===== config.mk =====
export PLATFORM = sky130hd
export DESIGN_NAME = mbist_data_cmp_lane
export DESIGN_NICKNAME = d
export VERILOG_FILES = /design/src/rtl/mbist_data_cmp_lane.sv
export SDC_FILE = /design/constraint.sdc
export NUM_CORES = 1
export LEC_CHECK = 0
export ABC_CLOCK_PERIOD_IN_PS = 3100
export CORE_ASPECT_RATIO = 0.8
export CORE_MARGIN = 3
export CORE_UTILIZATION = 53
export DETAILED_ROUTE_END_ITERATION = 16
export PLACE_DENSITY = 0.86
export SETUP_SLACK_MARGIN = 0.3
export SYNTH_ARGS = -nofsm -noshare
export SYNTH_HDL_FRONTEND = slang
export SYNTH_SLANG_ARGS = --single-unit

===== constraint.sdc =====
create_clock -name clk -period 3.1 [get_ports clk]
set_input_delay 0.31 -clock clk [delete_from_list [all_inputs] [get_ports clk]]
set_output_delay 0.31 -clock clk [all_outputs]
set_load 0.05 [all_outputs]

===== src/rtl/mbist_data_cmp_lane.sv =====
// mbist_data_cmp_lane
// Compares MBIST read data against the expected pattern lane by lane.
// Repairable failures are counted up to BIST_ERR_LIMIT. Each counted failure
// (address plus failing-lane mask) goes into a small failure-log FIFO that
// the repair logic drains after the march.
// Optional feature macro: BIST_LANE_MASK_EN. It adds a lane_en input, and a
// disabled lane can never report a miss.
module mbist_data_cmp_lane #(
  parameter int BIST_ADDR_WD   = 9,
  parameter int BIST_DATA_WD   = 32,
  parameter int BIST_LANE_WD   = 8,
  parameter int BIST_ERR_LIMIT = 4,
  parameter int BIST_CNT_WD    = 4,
  parameter int BIST_LOG_DEPTH = 4
) (
  input  logic                                   clk,
  input  logic                                   rst_n,
  input  logic                                   clear,
  input  logic                                   compare,
  input  logic                                   addr_inc_phase,
  input  logic                                   read_invert,
  input  logic [BIST_DATA_WD-1:0]                comp_data,
  input  logic [BIST_DATA_WD-1:0]                rxd_data,
  input  logic [BIST_ADDR_WD-1:0]                addr,
  input  logic                                   log_rd,
`ifdef BIST_LANE_MASK_EN
  input  logic [BIST_DATA_WD/BIST_LANE_WD-1:0]   lane_en,
`endif
  output logic                                   error,
  output logic                                   error_correct,
  output logic                                   correct,
  output logic [BIST_CNT_WD-1:0]                 error_cnt,
  output logic [BIST_ADDR_WD-1:0]                error_addr,
  output logic [BIST_DATA_WD/BIST_LANE_WD-1:0]   lane_fail,
  output logic                                   log_valid,
  output logic [BIST_ADDR_WD-1:0]                log_addr,
  output logic [BIST_DATA_WD/BIST_LANE_WD-1:0]   log_lane,
  output logic                                   log_full,
  output logic                                   log_ovf
);

  localparam int LANES = BIST_DATA_WD / BIST_LANE_WD;
  localparam int PW    = (BIST_LOG_DEPTH > 1) ? $clog2(BIST_LOG_DEPTH) : 1;

  localparam logic [BIST_CNT_WD-1:0] LIMIT_C   = BIST_ERR_LIMIT[BIST_CNT_WD-1:0];
  localparam logic [BIST_CNT_WD-1:0] CNT_ONE_C = {{(BIST_CNT_WD-1){1'b0}}, 1'b1};
  localparam logic [PW:0]            DEPTH_C   = BIST_LOG_DEPTH[PW:0];
  localparam logic [PW:0]            OCC_ONE_C = {{PW{1'b0}}, 1'b1};
  localparam logic [PW-1:0]          PTR_ONE_C = {{(PW-1){1'b0}}, 1'b1};

  // Returns one bit per lane, set when any bit of that lane differs.
  function automatic logic [LANES-1:0] lane_diff(
    input logic [BIST_DATA_WD-1:0] exp_word,
    input logic [BIST_DATA_WD-1:0] rd_word
  );
    logic [BIST_DATA_WD-1:0] x;
    logic [LANES-1:0]        res;
    x = exp_word ^ rd_word;
    for (int i = 0; i < LANES; i++) begin
      res[i] = |x[i*BIST_LANE_WD +: BIST_LANE_WD];
    end
    return res;
  endfunction

  // Stage-1 registers
  logic                    cmp_hit_r;
  logic [LANES-1:0]        lane_miss_r;
  logic [BIST_ADDR_WD-1:0] error_addr_r;

  // Stage-2 registers
  logic                    mask_r;
  logic [BIST_CNT_WD-1:0]  error_cnt_r;
  logic                    correct_r;
  logic [LANES-1:0]        lane_fail_r;

  // Failure log storage
  logic [BIST_ADDR_WD-1:0] log_mem_addr_r [BIST_LOG_DEPTH];
  logic [LANES-1:0]        log_mem_lane_r [BIST_LOG_DEPTH];
  logic [PW-1:0]           wr_ptr_r;
  logic [PW-1:0]           rd_ptr_r;
  logic [PW:0]             log_occ_r;
  logic                    log_ovf_r;

  // Combinational control
  logic [BIST_DATA_WD-1:0] exp_data_s;
  logic [LANES-1:0]        lane_miss_next_s;
  logic                    cmp_take_s;
  logic                    mask_release_s;
  logic                    error_correct_s;
  logic                    log_full_s;
  logic                    log_pop_s;
  logic                    log_push_s;
  logic                    log_drop_s;

  // Expected word, per-lane miss vector and the stage-2 / log handshakes.
  always_comb begin
    exp_data_s       = '0;
    lane_miss_next_s = '0;
    if (read_invert) begin
      exp_data_s = ~comp_data;
    end else begin
      exp_data_s = comp_data;
    end
`ifdef BIST_LANE_MASK_EN
    lane_miss_next_s = lane_diff(exp_data_s, rxd_data) & lane_en;
`else
    lane_miss_next_s = lane_diff(exp_data_s, rxd_data);
`endif
    // A compare one cycle after a failing one is suppressed by cmp_hit_r.
    cmp_take_s      = compare && !mask_r && !cmp_hit_r;
    // The mask release wins over any hit that is pending in the same cycle.
    mask_release_s  = mask_r && addr_inc_phase;
    error_correct_s = cmp_hit_r && (error_cnt_r < LIMIT_C) && !mask_release_s;
    log_full_s      = (log_occ_r == DEPTH_C);
    log_pop_s       = log_rd && (log_occ_r != '0);
    // A full log still accepts a push when a pop frees a slot in the same cycle.
    log_push_s      = error_correct_s && (!log_full_s || log_pop_s);
    log_drop_s      = error_correct_s && log_full_s && !log_pop_s;
  end

  // Stage 1: capture the lane miss vector and address of an unmasked compare.
  always_ff @(posedge clk or negedge rst_n) begin
    if (!rst_n) begin
      cmp_hit_r    <= 1'b0;
      lane_miss_r  <= '0;
      error_addr_r <= '0;
    end else if (clear) begin
      cmp_hit_r    <= 1'b0;
      lane_miss_r  <= '0;
      error_addr_r <= '0;
    end else if (cmp_take_s) begin
      cmp_hit_r    <= |lane_miss_next_s;
      lane_miss_r  <= lane_miss_next_s;
      error_addr_r <= addr;
    end else begin
      cmp_hit_r    <= 1'b0;
      lane_miss_r  <= '0;
    end
  end

  // Stage 2: count the failure, mask the address, accumulate sticky flags.
  always_ff @(posedge clk or negedge rst_n) begin
    if (!rst_n) begin
      mask_r      <= 1'b0;
      error_cnt_r <= '0;
      correct_r   <= 1'b0;
      lane_fail_r <= '0;
    end else if (clear) begin
      mask_r      <= 1'b0;
      error_cnt_r <= '0;
      correct_r   <= 1'b0;
      lane_fail_r <= '0;
    end else begin
      if (mask_release_s) begin
        mask_r <= 1'b0;
      end else if (error_correct_s) begin
        mask_r <= 1'b1;
      end else begin
        mask_r <= mask_r;
      end
      // error_correct_s already guarantees error_cnt_r is below the limit.
      if (error_correct_s) begin
        error_cnt_r <= error_cnt_r + CNT_ONE_C;
        correct_r   <= 1'b1;
        lane_fail_r <= lane_fail_r | lane_miss_r;
      end
    end
  end

  // Failure log: write the stage-1 address/mask on each counted failure, pop on log_rd.
  always_ff @(posedge clk or negedge rst_n) begin
    if (!rst_n) begin
      for (int i = 0; i < BIST_LOG_DEPTH; i++) begin
        log_mem_addr_r[i] <= '0;
        log_mem_lane_r[i] <= '0;
      end
      wr_ptr_r  <= '0;
      rd_ptr_r  <= '0;
      log_occ_r <= '0;
      log_ovf_r <= 1'b0;
    end else if (clear) begin
      for (int i = 0; i < BIST_LOG_DEPTH; i++) begin
        log_mem_addr_r[i] <= '0;
        log_mem_lane_r[i] <= '0;
      end
      wr_ptr_r  <= '0;
      rd_ptr_r  <= '0;
      log_occ_r <= '0;
      log_ovf_r <= 1'b0;
    end else begin
      if (log_push_s) begin
        log_mem_addr_r[wr_ptr_r] <= error_addr_r;
        log_mem_lane_r[wr_ptr_r] <= lane_miss_r;
        wr_ptr_r                 <= wr_ptr_r + PTR_ONE_C;
      end
      if (log_pop_s) begin
        rd_ptr_r <= rd_ptr_r + PTR_ONE_C;
      end
      case ({log_push_s, log_pop_s})
        2'b10:   log_occ_r <= log_occ_r + OCC_ONE_C;
        2'b01:   log_occ_r <= log_occ_r - OCC_ONE_C;
        default: log_occ_r <= log_occ_r;
      endcase
      if (log_drop_s) begin
        log_ovf_r <= 1'b1;
      end
    end
  end

  assign error_correct = error_correct_s;
  assign error         = (error_cnt_r >= LIMIT_C);
  assign correct       = correct_r;
  assign error_cnt     = error_cnt_r;
  assign error_addr    = error_addr_r;
  assign lane_fail     = lane_fail_r;
  assign log_valid     = (log_occ_r != '0);
  assign log_full      = log_full_s;
  assign log_ovf       = log_ovf_r;
  assign log_addr      = log_mem_addr_r[rd_ptr_r];
  assign log_lane      = log_mem_lane_r[rd_ptr_r];

endmodule


==> impl_metrics.json <==
{
  "start_util_pct": 56.6,
  "via_count": 3724,
  "synth_seq_cells": 84,
  "final_max_slew_viol_count": 0,
  "yosysWarnings": 0,
  "fin_area_sq_um": 5730,
  "finalWeightedCongestion": 0.824,
  "finalNetCount": 615,
  "postCtsSetupRepairBufs": 0,
  "cp.depth": 2,
  "ys_types": 34,
  "ff2ff_path_depth": 6,
  "ctsResizeCount": 0,
  "area_delta_synth_final_pct": 32.6,
  "r2r-start": "error_cnt[2]",
  "required_ps": 2790,
  "max_slew.worst_pin.slew_ps": 1040,
  "async_flop_share_pct": 100,
  "routedWlPerCell_microns": 18.2,
  "drtAntennaViolNets": 0,
  "grt.total_usage_pct": 26.1,
  "grt_pass1_wl_microns": 18900,
  "ir_drop_v": 0.000514,
  "dpl_cell_area_sq_um": 5520,
  "cp_slowest_stage_delay_ps": 860,
  "antenna_found_initial": 0,
  "synth_seq_area_share_pct": 48.7,
  "die_x_microns": 107,
  "drv_cap": 0,
  "drc_errors": 0,
  "regArea_sq_um": 2100,
  "cp-start-kind": "flop",
  "ios": 116,
  "cp_num_buf_inv": 1,
  "root_buffer": "clkbuf_8",
  "routed_via_density": 5.83,
  "antenna_cells": 0,
  "yosys.area.top_type": "dfrtp_1",
  "ctsHoldBuffers": 0,
  "rsz0062_at_grt": "false",
  "grt-ovfl-total": 0,
  "max_slew_margin_pct": 30.6,
  "hold_viol": 0,
  "n_fill_cell": 560,
  "clk_pin_slew_ps": 90,
  "crit_arrival_ps": 2410,
  "drive_above_1_share_pct": 8.61,
  "hold_class": "primary input to asynchronous set/reset pin",
  "r2r_slack_ps": 840,
  "synth_top_cell_area_share_pct": 48.7,
  "crit_chain": "mux4_2 > clkdlybuf4s50_1",
  "synth_common_cells": "dfrtp_1 (84), a21oi_1 (60), nand2_1 (58), nand3_1 (53), xnor2_1 (27)",
  "synth_fp_nets": 506,
  "instances_no_fill": 639,
  "fp.dieArea_sq_um": 9280,
  "pwr_density_cell_nw_per_um2": 471,
  "p_leak_nw": 2.31,
  "multiInputGateArea_sq_um": 2070,
  "min_period_ps": 2720,
  "setup_violations": 0,
  "min_period_over_period_pct": 87.6,
  "status": "finished, final reports clean",
  "r2r-end": "log_mem_addr_r[11]",
  "synth-edff-count": 0,
  "endpoint_kind": "output port",
  "cts.sinks": 84,
  "ys.flop_type": "dfrtp_1",
  "fin_skew_ps": 7.49,
  "grt_max_degree": 85,
  "die_h_microns": 86.7,
  "rows": 28,
  "max_freq_mhz": 368,
  "cts_buffers": 9,
  "fin_setup_tns_ps": 0,
  "netlist_area_sq_um": 4320,
  "cts_tree": "done",
  "clock_path_buffers": 2,
  "postSynthCellCount": 420,
  "setup.worst_path.class": "flop to output port",
  "grt_pass1_vias": 3727,
  "yosys-top-cells-area": "dfrtp_1 (49%), a21oi_1 (7.0%), mux4_2 (6.8%)",
  "dr.pass1.iters": 5,
  "cpMaxStageDelayCell": "dfrtp_1",
  "placed_cells": 623,
  "hpwl_microns": 8170,
  "crit_fanout": 14,
  "cpLargestDelayFamily": "flip-flops",
  "coreArea_sq_um": 7640,
  "place.port_buffers": 115,
  "synth_most_common_cell": "dfrtp_1",
  "drt_wl_total_microns": 11600,
  "avgSynthCellArea_sq_um": 10.3,
  "cts.htree.levels": 3,
  "clkLatencyLatePin_ps": 360,
  "drtIter0Drc": 312
}
[cell families after synthesis]
kind of cell	Yosys count	synth area share [%]
mux	25	9.59
xor+xnor	42	8.52
buf+inv	28	3.51
flops	84	48.7
compound gates	83	11.4
simple gates	152	16.5
fa+ha+maj	6	1.91
[cell type report]
class | count | share of cell area [%]
multi-input cells | 308 | 36.1
repair buffers | 124 | 21.2
clock inverters | 7 | 1.46
clock buffers | 9 | 2.16
inverters | 2 | 0.131
well taps | 105 | 2.29
flip-flops and latches | 84 | 36.7
[layout by cell type (no fill, tap or decap), types with 4 or more instances in the layout]
cell             instances
clkdlybuf4s50_1        113
dfrtp_1                 84
a21oi_1                 60
nand2_1                 58
nand3_1                 53
xnor2_1                 27
nor2_1                  24
xor2_1                  15
mux4_2                  13
mux2i_1                 11
buf_4                   10
a22o_1                   9
clkbuf_8                 9
ha_1                     5
o21ai_0                  4
nand4_1                  4
or4_1                    4
o2111a_1                 4
[flip-flops by register name, indices dropped and copies added, names as in the netlist]
register,count
log_mem_lane_r,16
rd_ptr_r,2
lane_fail,4
log_mem_addr_r,36
mask_r,1
log_occ_r,3
log_ovf,1
correct,1
cmp_hit_r,1
error_addr,9
error_cnt,4
lane_miss_r,4
wr_ptr_r,2
[worst max path at each step]
stage                    to  slack (ps)          from
2_1_floorplan  error_cnt[1]         910  error_cnt[2]
6_report        log_lane[0]         380   rd_ptr_r[1]
3_3_place_gp    log_lane[0]         830   rd_ptr_r[0]
4_1_cts         log_lane[0]         410   rd_ptr_r[0]
3_5_place_dp    log_lane[0]         810   rd_ptr_r[0]
5_1_grt         log_lane[0]         340   rd_ptr_r[0]
[through the flow]
stage,util (%),total power [mW],setup WS [ps],hold slack [ps]
after floorplan,-,1.62,907,14.4
after global placement,72.2,1.88,825,477
after detailed placement,72.2,1.89,809,493
after CTS,75.0,2.71,411,155
after global routing,75.0,2.81,344,182
final,75.0,2.70,384,108
[report_power, final]
group,switching [mW],internal (mW)
registers,0.0645,1.14
logic,0.378,0.297
clock network,0.434,0.388
[worst register-to-register path: stages, from the launching register on]
cell and delay [ps]:
dfrtp_1 440, or3b_1 480, nor3b_4 310, buf_4 280, nand2_1 330, nand2_1 200, a21oi_1 90
[per-layer routing]
layer	track usage, %	part of all wire, %
met3	7.22	8.0
met5	0	0
met4	6.97	1.5
met2	42.7	49
met1	34.7	41
Note: power is estimated with default switching activity, not from simulation.
